<file path="src/rtl/proc_mem_pkg.sv">
// Shared types for the process memory: routing classes, FIFO entry layout and
// block-tracker states.
package proc_mem_pkg;

   localparam int unsigned PAWUSER_WIDTH = 4;

   typedef enum logic [1:0] {
      PASS   = 2'd0,
      DIVERT = 2'd1,
      BLOCK  = 2'd2
   } route_t;

   localparam int unsigned DEF_ID_W   = 4;
   localparam int unsigned DEF_ADDR_W = 32;
   localparam int unsigned DEF_LEN_W  = 8;

   typedef struct packed {
      logic [DEF_ID_W-1:0]      id;
      logic [DEF_ADDR_W-1:0]    addr;
      logic [DEF_LEN_W-1:0]     len;
      logic [PAWUSER_WIDTH-1:0] user;
   } proc_entry_t;

   typedef enum logic {
      BLK_IDLE   = 1'b0,
      BLK_WAIT_B = 1'b1
   } blk_state_t;

endpackage

</file>
<file path="src/rtl/proc_fifo.sv">
// Circular show-ahead FIFO of entry_t words; pointers carry a wrap bit so full
// and empty are distinguishable without extra state.
module proc_fifo
   import proc_mem_pkg::*;
#(
   parameter int unsigned DEPTH   = 8,
   parameter type         entry_t = proc_entry_t
) (
   input  logic                     clk,
   input  logic                     rst,
   input  logic                     push_valid,
   output logic                     push_ready,
   input  entry_t                   push_data,
   output logic                     pop_valid,
   input  logic                     pop_ready,
   output entry_t                   pop_data,
   output logic                     full,
   output logic                     empty,
   output logic [$clog2(DEPTH):0]   count
);

   localparam int unsigned PW = $clog2(DEPTH);

   entry_t        mem [DEPTH];
   logic [PW:0]   wr_ptr_q, wr_ptr_d;
   logic [PW:0]   rd_ptr_q, rd_ptr_d;
   logic [PW:0]   count_q, count_d;
   logic          push_fire;
   logic          pop_fire;

   // Flags come from registered pointers only, so a pop never frees a slot
   // for a push in the same cycle.
   assign empty      = (wr_ptr_q == rd_ptr_q);
   assign full       = (wr_ptr_q[PW-1:0] == rd_ptr_q[PW-1:0]) &&
                       (wr_ptr_q[PW] != rd_ptr_q[PW]);
   assign push_ready = ~full;
   assign pop_valid  = ~empty;
   assign push_fire  = push_valid & push_ready;
   assign pop_fire   = pop_valid & pop_ready;
   assign pop_data   = mem[rd_ptr_q[PW-1:0]];
   assign count      = count_q;

   always_comb begin
      wr_ptr_d = wr_ptr_q;
      rd_ptr_d = rd_ptr_q;
      count_d  = count_q;
      if (push_fire) begin
         wr_ptr_d = wr_ptr_q + 1'b1;
      end
      if (pop_fire) begin
         rd_ptr_d = rd_ptr_q + 1'b1;
      end
      if (push_fire && !pop_fire) begin
         count_d = count_q + 1'b1;
      end else if (pop_fire && !push_fire) begin
         count_d = count_q - 1'b1;
      end
   end

   always_ff @(posedge clk) begin
      if (rst) begin
         wr_ptr_q <= '0;
         rd_ptr_q <= '0;
         count_q  <= '0;
      end else begin
         wr_ptr_q <= wr_ptr_d;
         rd_ptr_q <= rd_ptr_d;
         count_q  <= count_d;
      end
   end

   always_ff @(posedge clk) begin
      if (push_fire) begin
         mem[wr_ptr_q[PW-1:0]] <= push_data;
      end
   end

endmodule

</file>
<file path="src/rtl/proc_mem.sv">
// Process memory: buffers diverted AW requests for replay on the merge path and
// tracks the single outstanding BLOCK transaction until its B response.
module proc_mem
   import proc_mem_pkg::*;
#(
   parameter int unsigned DEPTH         = 8,
   parameter int unsigned ADDR_W        = 32,
   parameter int unsigned ID_W          = 4,
   parameter int unsigned LEN_W         = 8,
   parameter int unsigned PAWUSER_WIDTH = proc_mem_pkg::PAWUSER_WIDTH
) (
   input  logic                     clk,
   input  logic                     rst,
   input  logic                     push_valid,
   output logic                     push_ready,
   input  logic [ID_W-1:0]          push_id,
   input  logic [ADDR_W-1:0]        push_addr,
   input  logic [LEN_W-1:0]         push_len,
   input  logic [PAWUSER_WIDTH-1:0] push_user,
   output logic                     pop_valid,
   input  logic                     pop_ready,
   output logic [ID_W-1:0]          pop_id,
   output logic [ADDR_W-1:0]        pop_addr,
   output logic [LEN_W-1:0]         pop_len,
   output logic [PAWUSER_WIDTH-1:0] pop_user,
   input  logic                     blk_start,
   input  logic [ID_W-1:0]          blk_id,
   input  logic                     m_bvalid,
   input  logic                     m_bready,
   input  logic [ID_W-1:0]          m_bid,
   output logic                     proc_full,
   output logic                     proc_empty,
   output logic [$clog2(DEPTH):0]   count,
   output logic                     block_fin,
   output logic                     blk_err
);

   typedef struct packed {
      logic [ID_W-1:0]          id;
      logic [ADDR_W-1:0]        addr;
      logic [LEN_W-1:0]         len;
      logic [PAWUSER_WIDTH-1:0] user;
   } entry_t;

   entry_t push_entry;
   entry_t pop_entry;

   assign push_entry = '{id: push_id, addr: push_addr, len: push_len, user: push_user};
   assign pop_id     = pop_entry.id;
   assign pop_addr   = pop_entry.addr;
   assign pop_len    = pop_entry.len;
   assign pop_user   = pop_entry.user;

   proc_fifo #(
      .DEPTH   (DEPTH),
      .entry_t (entry_t)
   ) u_fifo (
      .clk        (clk),
      .rst        (rst),
      .push_valid (push_valid),
      .push_ready (push_ready),
      .push_data  (push_entry),
      .pop_valid  (pop_valid),
      .pop_ready  (pop_ready),
      .pop_data   (pop_entry),
      .full       (proc_full),
      .empty      (proc_empty),
      .count      (count)
   );

   blk_state_t      state_q;
   logic [ID_W-1:0] blk_id_q;
   logic            block_fin_q;
   logic            blk_err_q;
   logic            b_hit;

   assign b_hit     = m_bvalid & m_bready & (m_bid == blk_id_q);
   assign block_fin = block_fin_q;
   assign blk_err   = blk_err_q;

   always_ff @(posedge clk) begin
      if (rst) begin
         state_q     <= BLK_IDLE;
         blk_id_q    <= '0;
         block_fin_q <= 1'b0;
         blk_err_q   <= 1'b0;
      end else begin
         block_fin_q <= 1'b0;
         unique case (state_q)
            BLK_IDLE: begin
               if (blk_start) begin
                  blk_id_q <= blk_id;
                  state_q  <= BLK_WAIT_B;
               end
            end
            BLK_WAIT_B: begin
               if (b_hit) begin
                  block_fin_q <= 1'b1;
                  // A new BLOCK arriving with the completion takes over the slot.
                  if (blk_start) begin
                     blk_id_q <= blk_id;
                  end else begin
                     state_q <= BLK_IDLE;
                  end
               end else if (blk_start) begin
                  blk_err_q <= 1'b1;
               end
            end
            default: state_q <= BLK_IDLE;
         endcase
      end
   end

endmodule

</file>
<file path="config.mk">
export PLATFORM = sky130hd
export DESIGN_NAME = proc_mem
export DESIGN_NICKNAME = d
export VERILOG_FILES = /design/src/rtl/proc_mem_pkg.sv /design/src/rtl/proc_fifo.sv /design/src/rtl/proc_mem.sv
export SDC_FILE = /design/constraint.sdc
export NUM_CORES = 1
export LEC_CHECK = 0
export CAP_MARGIN = 0
export CORE_MARGIN = 1
export CORE_UTILIZATION = 30
export DETAILED_ROUTE_END_ITERATION = 10
export HOLD_SLACK_MARGIN = 0.12
export PLACE_DENSITY = 0.55
export SYNTH_ARGS = -nofsm -noshare
export SYNTH_HDL_FRONTEND = slang
export SYNTH_SLANG_ARGS = --single-unit
</file>
<file path="constraint.sdc">
create_clock -name clk -period 5.1 [get_ports clk]
set_clock_uncertainty 0.05 [all_clocks]
set_input_delay 1.02 -clock clk [delete_from_list [all_inputs] [get_ports clk]]
set_output_delay 1.02 -clock clk [all_outputs]
set_load 0.01 [all_outputs]
</file>
# After elaboration in Yosys (flattened, before gate mapping)

Memories as Yosys holds them, arrays and structs flattened. A register that Yosys moved wholly into a read port is not among the register bits.
Cells that the tools add are included.

Register bits after elaboration: 19
RAM bits: 384
Input port bits: 63
Output and inout bits: 58
Word-level logic and storage cells: 46
Memories kept: 1

Memory list:

| memory     | depth | width | read ports | clocked after memory_dff | write ports | line            | source |
|---|---|---|---|---|---|---|---|
| u_fifo.mem | 8     | 48    | 1          | 1                        | 1           | proc_fifo.sv:24 | `entry_t mem [DEPTH];` |

Add/sub/neg operators: 4
Eq/ne operators: 5
Multiplexer cells: 13
Bitwise logic cells: 8
Reductions and logical operators: 8

Operators by type and width:

| operator              | number |
|---|---|
| $mux W4               | 4 |
| $add A4 B1 Y4 const B | 3 |
| $eq A4 B4 Y1          | 2 |
| $pmux W4 S2           | 1 |
| $mux W3               | 2 |
| $mux W1               | 5 |
| $and A1 B1 Y1         | 4 |
| $not A1 Y1            | 4 |
| $sub A4 B1 Y4 const B | 1 |
| $eq A3 B3 Y1          | 1 |
| $logic_and A1 B1 Y1   | 3 |
| $reduce_and A3 Y1     | 1 |
| $logic_not A1 Y1      | 2 |
| $ne A2 B1 Y1 const B  | 1 |
| $pmux W1 S2           | 1 |
| $reduce_bool A2 Y1    | 1 |
| $reduce_or A2 Y1      | 1 |
| $ne A1 B1 Y1          | 1 |

# Depth between registers and ports, before layout

Gate-level depths: netlist of run 1.

Depth after elaboration: 8
Depth in mapped cells: 11
Mapped depth without buffers: 10

# By module

From an unflattened synthesis of run 1, not the netlist that was laid out.

Cells, all modules: 694
Area, all modules: 15700.1 um2

Modules (own cells, without submodules):

| module    | times used | cells an instance | area an instance (um2) | sequential area each (um2) |
|---|---|---|---|---|
| proc_fifo | 1          | 650               | 15285.9                | 11831.3 |
| proc_mem  | 1          | 44                | 414.1                  | 140.1 |

# Worst setup path before layout of run 1

Ideal clock, no wire load.

Kind: input-to-reg
Start point: input port push_valid
End point: memory u_fifo.mem[0][0] (netlist bit), enable pin
Library setup time: 0.513 ns
Arrival: 4.719 ns
Data required time: 4.537 ns
Setup slack: -0.182 ns
Stages on the path: 3
Path buffers: 0
Cell sequence: o41ai_4 -> or2_2 -> nor3_1

Longest elaborated chain between the ends: 3

Ends and longest elaborated chain:

| element                       | line            | source |
|---|---|---|
| start, declared               | proc_mem.sv:14  | `input logic push_valid,` |
| $and A1 B1 Y1                 | proc_fifo.sv:38 | `assign push_fire = push_valid & push_ready;` |
| $mux W1                       | proc_fifo.sv:73 | `if (push_fire) begin` |
| $mux W1 (not written as such) | proc_fifo.sv:74 | `mem[wr_ptr_q[PW-1:0]] <= push_data;` |
| end, declared                 | proc_fifo.sv:24 |  |

No other way between the ends.

==> summary.md, run 1 <==
| Metric | Value |
|---|---|
| Max-cap violations | `0` |
| Setup slack at placement | `~1500 ps` |
| Post-synth EDFFs | `384` |
| ANT nets after route | `0` |
| CP max-delay cell | `dfxtp_4` |
| Max Slew Vio Count | `0` |
| Clk sinks | `approximately 400` |
| Worst Max-Slew Pin Slew | `968 ps` |
| Crit path max fanout | `50` |
| Setup bufs post-CTS | `0` |
| CP Data Required Time | `about 4000 ps` |
| WHS Path Cells | `2` |
| Final count of negative-setup-slack endpoints | `0` |
| Critical Path AT | `just over 3000 ps` |
| Worst r2r path cells | `10` |
| Clock Latency Late Sink | `550 ps` |
| Overall Global Routing Usage | `between 10% and 20%` |
| Fin. Hold Viols | `0` |
| DRC | `0` |
| Pwr per Cell Area | `about 430 mW/mm^2` |
| Leak pwr | `around 6 nW` |
| Post-DR vias/cell | `about 4.6` |
| Final Critical Period | `between 4000 and 5000 ps` |
| Seq/Total Area, Yosys | `around 76%` |
| Outcome | `finished clean` |
| CP Buf/Inv Count | `2` |
| Hold path startpoint | `blk_err` |
| Routability-driven placement congestion ratio | `~0.71` |
| Final Net Count | `920` |
| CTS tree | `yes` |
| 1st-iter DRT viols | `439` |
| TritonCTS Buffers | `44` |
| Critical path, cell by cell | `buf_12 > mux4_2 > mux2_2 > clkdlybuf4s50_1` |
| Register bit total from synthesis | `about 410` |
| Layout cells sized above 1 | `between 20% and 30%` |
| DP HPWL | `about 18,000 um` |
| Slew headroom | `between 30% and 40%` |
| Min-Delay Path Class | `flip-flop to flip-flop` |
| Worst vdd ir | `approximately 0.27 mV` |
| Setup crit end kind | `output port` |
| Initial antenna violation count | `2` |
| Initial Utilization | `~30%` |
| Synth area leaders | `edfxtp_1 (74%), mux4_2 (14%), mux2_2 (3.5%), dfxtp_1 (2.8%), buf_6 (0.43%)` |
| Number of global-route vias before repair | `7,833` |
| Final non-filler cell area | `around 0.019 mm^2` |
| Post-Layout Cell Count | `around 1.6k` |
| Largest net degree at the start of global routing | `slightly above 50` |
| Fraction of registers with async set/reset | `0%` |
| Post-Route WL | `~33,000 um` |
| Ys Warns | `0` |
| DP Area | `approximately 0.018 mm^2` |
| Global-route wire length before repair | `around 50,000 um` |
| H-tree levels | `2` |
| Cells after Synth | `around 700` |
| Crit path largest cell delay | `between 600 and 700 ps` |
| Die area | `roughly 0.053 mm^2` |
| DR WL/cell | `about 21 um` |
| Remaining Overflow, GRT | `0` |
| Setup WS post-layout | `around 1000 ps` |
| Synth unique cells | `43` |
| Synth top area share | `~74%` |
| Hold path endpoint | `blk_err` |
| Num rows | `83` |
| # diodes | `0` |
| Worst-path clk slew | `around 60 ps` |
| Vias | `slightly above 7k` |
| Startpoint Class | `flip-flop` |
| Largest area contributor in the netlist | `edfxtp_1` |
| WHS | `between 400 and 500 ps` |
| Die Width | `231 um` |
| Ratio of final minimum period to clock period | `between 80% and 90%` |
| Worst r2r src | `u_fifo.wr_ptr_q[1]` |
| Area growth syn-to-layout | `22.8%` |
| CP delay by family, top | `buffers and inverters` |
| Fill count | `4,747` |
| Commonest cells post-synth | `edfxtp_1 (384), mux4_2 (96), mux2_2 (49)` |
| Port Buffers | `120` |
| R2R setup slack | `between 1500 and 2000 ps` |
| Top FF cell, synth | `edfxtp_1` |
| Die height | `between 200 and 250 um` |
| Critical path class | `flip-flop to output port` |
| First drt pass iteration count | `6` |
| Clk buf depth | `3` |
| F_max | `roughly 240 MHz` |
| Core ar. | `~0.052 mm^2` |
| Post-cts sizing count | `0` |
| Setup TNS | `0 ps` |
| Mapped Area | `0.0157 mm^2` |
| Hold buffers post-CTS | `0` |
| Reg-to-Reg End | `u_fifo.count[3]` |
| Unrepaired setup endpoints after global routing | `no` |
| Top-count cell post-synth | `edfxtp_1` |
| # IOs | `between 100 and 150` |
| Clk root buf | `clkbuf_16` |
| Mean Syn Cell Area | `22.4 um^2` |
| Post-Syn Nets | `768` |
| Placed cells | `1,485` |
==> kinds of logic (layout without fill, tap and decap cells) <==
kind of cell,count (synthesis),in the layout,share of synthesized area [%]
fa+ha+maj,6,6,0.527
compound gates,23,23,1.26
xor+xnor,13,13,0.942
buf+inv,42,229,1.37
flops,406,406,76.3
mux,150,150,17.6
simple gates,59,59,1.93
==> power by group <==
part / internal, mW / switching, mW
registers: 3.76 / 0.0854
clock network: 1.90 / 1.27
logic: 0.719 / 0.527
total: 6.38 / 1.88
==> per-stage QoR <==
stage	total power [mW]	utilization (%)
floorplan	4.68	-
global placement	5.18	34.6
detailed placement	5.19	34.6
CTS	8.42	37.4
global route	8.61	37.4
finish	8.26	37.4
==> worst max-delay path by stage <==
stage	start	to	slack, ps	depth (start not counted)
6_report	flip-flop	pop_addr[25]	1010	4
3_3_place_gp	flip-flop	pop_user[0]	1530	4
5_1_grt	flip-flop	pop_addr[24]	800	4
2_1_floorplan	push_valid	u_fifo.mem[4][0]	110	2
3_5_place_dp	flip-flop	pop_addr[25]	1520	4
4_1_cts	flip-flop	pop_addr[23]	880	4
==> cell type report <==
cell class / count / area [um^2] / share of cell area, %
inverter: 8 / 30.0 / 0.156
multi-input combinational: 251 / 3560 / 18.5
sequential: 406 / 12000 / 62.2
clock buffer: 57 / 1190 / 6.18
tap: 680 / 851 / 4.42
timing repair buffer: 140 / 1400 / 7.28
clock inverter: 24 / 250 / 1.30
==> metal layers <==
layer  vias up  part of all wire, %  GRT usage [%]
met5         -                0.096              0
met4         4                  2.2           4.20
met1      3769                   45           17.0
met3        53                  5.3           3.00
li1       3220                    -              -
met2       159                   48           20.6
==> worst reg2reg max path, delay by kind of cell, from the launching register on <==
family,cells,cell delay (ps)
buf+inv,2,260
fa+ha+maj,2,500
compound gates,4,1030
mux,1,350
flops,1,650
xor+xnor,1,190
==> cells in the final DEF, fill, tap and decap left out, types with 6 or more instances in the layout <==
cell type	count
nand2_1	10
nor2_1	11
mux2_2	49
edfxtp_1	384
xor2_1	7
clkinv_1	9
mux4_2	96
a21oi_1	7
inv_1	8
clkbuf_1	10
clkdlybuf4s50_1	120
dfxtp_1	19
nor2_4	6
clkbuf_16	45
buf_4	16
==> state kept, by name, summed over array words and instances (netlist names), named ones only <==
name             flops
u_fifo.mem         384
blk_id_q             4
u_fifo.count         4
u_fifo.rd_ptr_q      4
u_fifo.wr_ptr_q      4
blk_err              1
block_fin            1
state_q              1
Power figures use the tool's default switching activity.
==> run 2, diff against run 1 <==
Clock period 5.1 ns to 3.46 ns, I/O delays scaled along.
==> run 2 against run 1 <==
  * Critical path depth increased by 1
  * Via count up 0.83%
  * Total power up 47%
  * Sequential share of layout area fell by 0.70 points
  * Final cell count rose by 0.45%
  * Core utilization is 0.42 points higher
  * Worst setup slack lost 910 ps
  * Combinational power increased by 64%
  * Global-route usage shrank 0.23 points
  * Final area increased by 1.1%
  * First-iteration DRC count up 14%
  * Hold slack lost 5.9 ps
==> summary.md, run 2 (synthesized netlist as in run 1, its figures left out) <==
| Metric | Value |
|---|---|
| Hold buffers post-CTS | `0` |
| Switching pwr | `around 2.8 mW` |
| Outcome | `finished clean` |
| Setup crit end kind | `output port` |
| Die area | `0.0532 mm^2` |
| Crit path max fanout | `10` |
| Max Slew Vio Count | `0` |
| Ratio of final minimum period to clock period | `a little over nine tenths` |
| Logic pwr share | `roughly 17%` |
| Overall Global Routing Usage | `12.5%` |
| DP HPWL | `17,400 um` |
| Slew headroom | `about half` |
| Pwr per Cell Area | `622 mW/mm^2` |
| Fin. Hold Viols | `0` |
| Remaining Overflow, GRT | `0` |
| Clk sinks | `approximately 410` |
| Die height | `between 200 and 250 um` |
| Global-route wire length before repair | `between 40,000 and 50,000 um` |
| Initial antenna violation count | `3` |
| Design internal power | `roughly 9.3 mW` |
| Clk root buf | `clkbuf_16` |
| Worst-path clk slew | `~60 ps` |
| H-tree levels | `2` |
| F_max | `about 300 MHz` |
| Seq pwr share | `a little under half` |
| ANT nets after route | `0` |
| Worst vdd ir | `0.327 mV` |
| Core ar. | `just over 0.05 mm^2` |
| Area growth syn-to-layout | `24.2%` |
| # IOs | `around 120` |
| Initial Utilization | `~30%` |
| Largest net degree at the start of global routing | `between 50 and 60` |
| Startpoint Class | `flip-flop` |
| Most common cell after layout, fill and taps aside | `edfxtp_1` |
| Leak pwr | `between 6 and 7 nW` |
| Final Net Count | `930` |
| Critical Path AT | `approximately 2600 ps` |
| Most frequent cells in the layout | `edfxtp_1 (384), clkdlybuf4s50_1 (114), mux4_2 (96)` |
| Die Width | `231 um` |
| Clock network power share | `36.8%` |
| CP Data Required Time | `around 2700 ps` |
| Post-DR vias/cell | `4.62` |
| Min-Delay Path Class | `flip-flop to flip-flop` |
| 1st-iter DRT viols | `~500` |
| Setup TNS | `0 ps` |
| CTS tree | `yes` |
| Number of global-route vias before repair | `roughly 7.9k` |
| Layout cells sized above 1 | `between 20% and 30%` |
| Critical path class | `flip-flop to output port` |
| Final count of negative-setup-slack endpoints | `0` |
| Clock Latency Late Sink | `roughly 550 ps` |
| Port Buffers | `120` |
| WHS | `between 400 and 500 ps` |
| # diodes | `0` |
| Post-Route WL | `32,900 um` |
| DR WL/cell | `about 21 um` |
| Max-cap violations | `0` |
| First drt pass iteration count | `4` |
| TritonCTS Buffers | `45` |
| Vias | `just over 7k` |
| Net Sw Frac | `22.9%` |
| DRC | `0` |
| Max FFs per register | `384` |
| Clk buf depth | `3` |
| Routability-driven placement congestion ratio | `between 0.7 and 0.8` |
| Unrepaired setup endpoints after global routing | `no` |
| Num rows | `83` |
| Worst Max-Slew Pin Slew | `approximately 750 ps` |
| Final Critical Period | `between 3000 and 4000 ps` |
-- run 2: cell count changes in the layout (fill, tap and decap cells not counted), moves of 4 or more --
cell | previous run | this run
buf_12 | 4 | 16
buf_4 | 16 | 9
clkbuf_1 | 10 | 17
clkdlybuf4s50_1 | 120 | 114
dlymetal6s2s_1 | 0 | 6
clkinv_1 | 9 | 5
-- run 2: critical path, stage by stage, from the launching register on --
cell,delay [ps]
dfxtp_4,400
buf_12,190
buf_4,160
mux4_2,500
mux2_2,270
clkdlybuf4s50_1,530
-- run 2: what timing repair did --
action | CTS | global route
setup endpoints to repair | 40 | 11
gates resized for setup | 1 | 8
gates cloned | 0 | 1
pin swaps | 0 | 0
setup buffers | 4 | 0
-- run 2: worst paths after layout --
check	start	endpoint	slack, ps	cells after the start
setup / recovery	flip-flop	pop_addr[24]	100	5
hold / removal	blk_err	blk_err	430	2
setup reg to reg	u_fifo.rd_ptr_q[3]	u_fifo.count[3]	570	10
hold reg to reg	blk_err	blk_err	430	2
-- run 2: routing by layer --
| metal | part of all wire [%] | vias to the layer above | wire (um) | GRT usage, % |
|---|---|---|---|---|
| li1 | - | 3238 | - | - |
| met1 | 46 | 3810 | 15100 | 16.9 |
| met2 | 47 | 150 | 15500 | 19.9 |
| met3 | 4.9 | 61 | 1620 | 3.40 |
| met4 | 2.0 | 6 | 645 | 3.52 |
| met5 | 0.13 | - | 43 | 0 |
-- run 2: cell type report --
| type | instances | area (um^2) |
|---|---|---|
| clock inverters | 17 | 169 |
| repair buffers | 149 | 1700 |
| inverters | 8 | 30.0 |
| fillers | 4730 | 32000 |
| clock buffers | 62 | 1190 |
| well taps | 680 | 851 |
| flip-flops and latches | 406 | 12000 |
| multi-input cells | 251 | 3560 |
-- run 2: power groups by stage --
stage | Clock, mW | Sequential [mW] | Combinational [mW]
6_report | 4.46 | 5.61 | 2.05
2_1_floorplan | 0 | 5.70 | 1.19
4_1_cts | 4.61 | 5.61 | 2.08
3_3_place_gp | 0 | 5.73 | 2.01
3_5_place_dp | 0 | 5.73 | 2.01
5_1_grt | 4.79 | 5.63 | 2.22
-- run 2: per-stage QoR --
stage | total power [mW] | instances | worst slack, ps | utilization, % | instance area, um^2
finish | 12.1 | 1573 | 95.1 | 37.8 | 19500
CTS | 12.3 | 1572 | 26.5 | 37.7 | 19400
global placement | 7.73 | 1489 | 413 | 35.0 | 18000
global route | 12.6 | 1573 | 1.00 | 37.8 | 19500
floorplan | 6.90 | 699 | -327 | - | 15700
detailed placement | 7.75 | 1489 | 375 | 35.0 | 18000
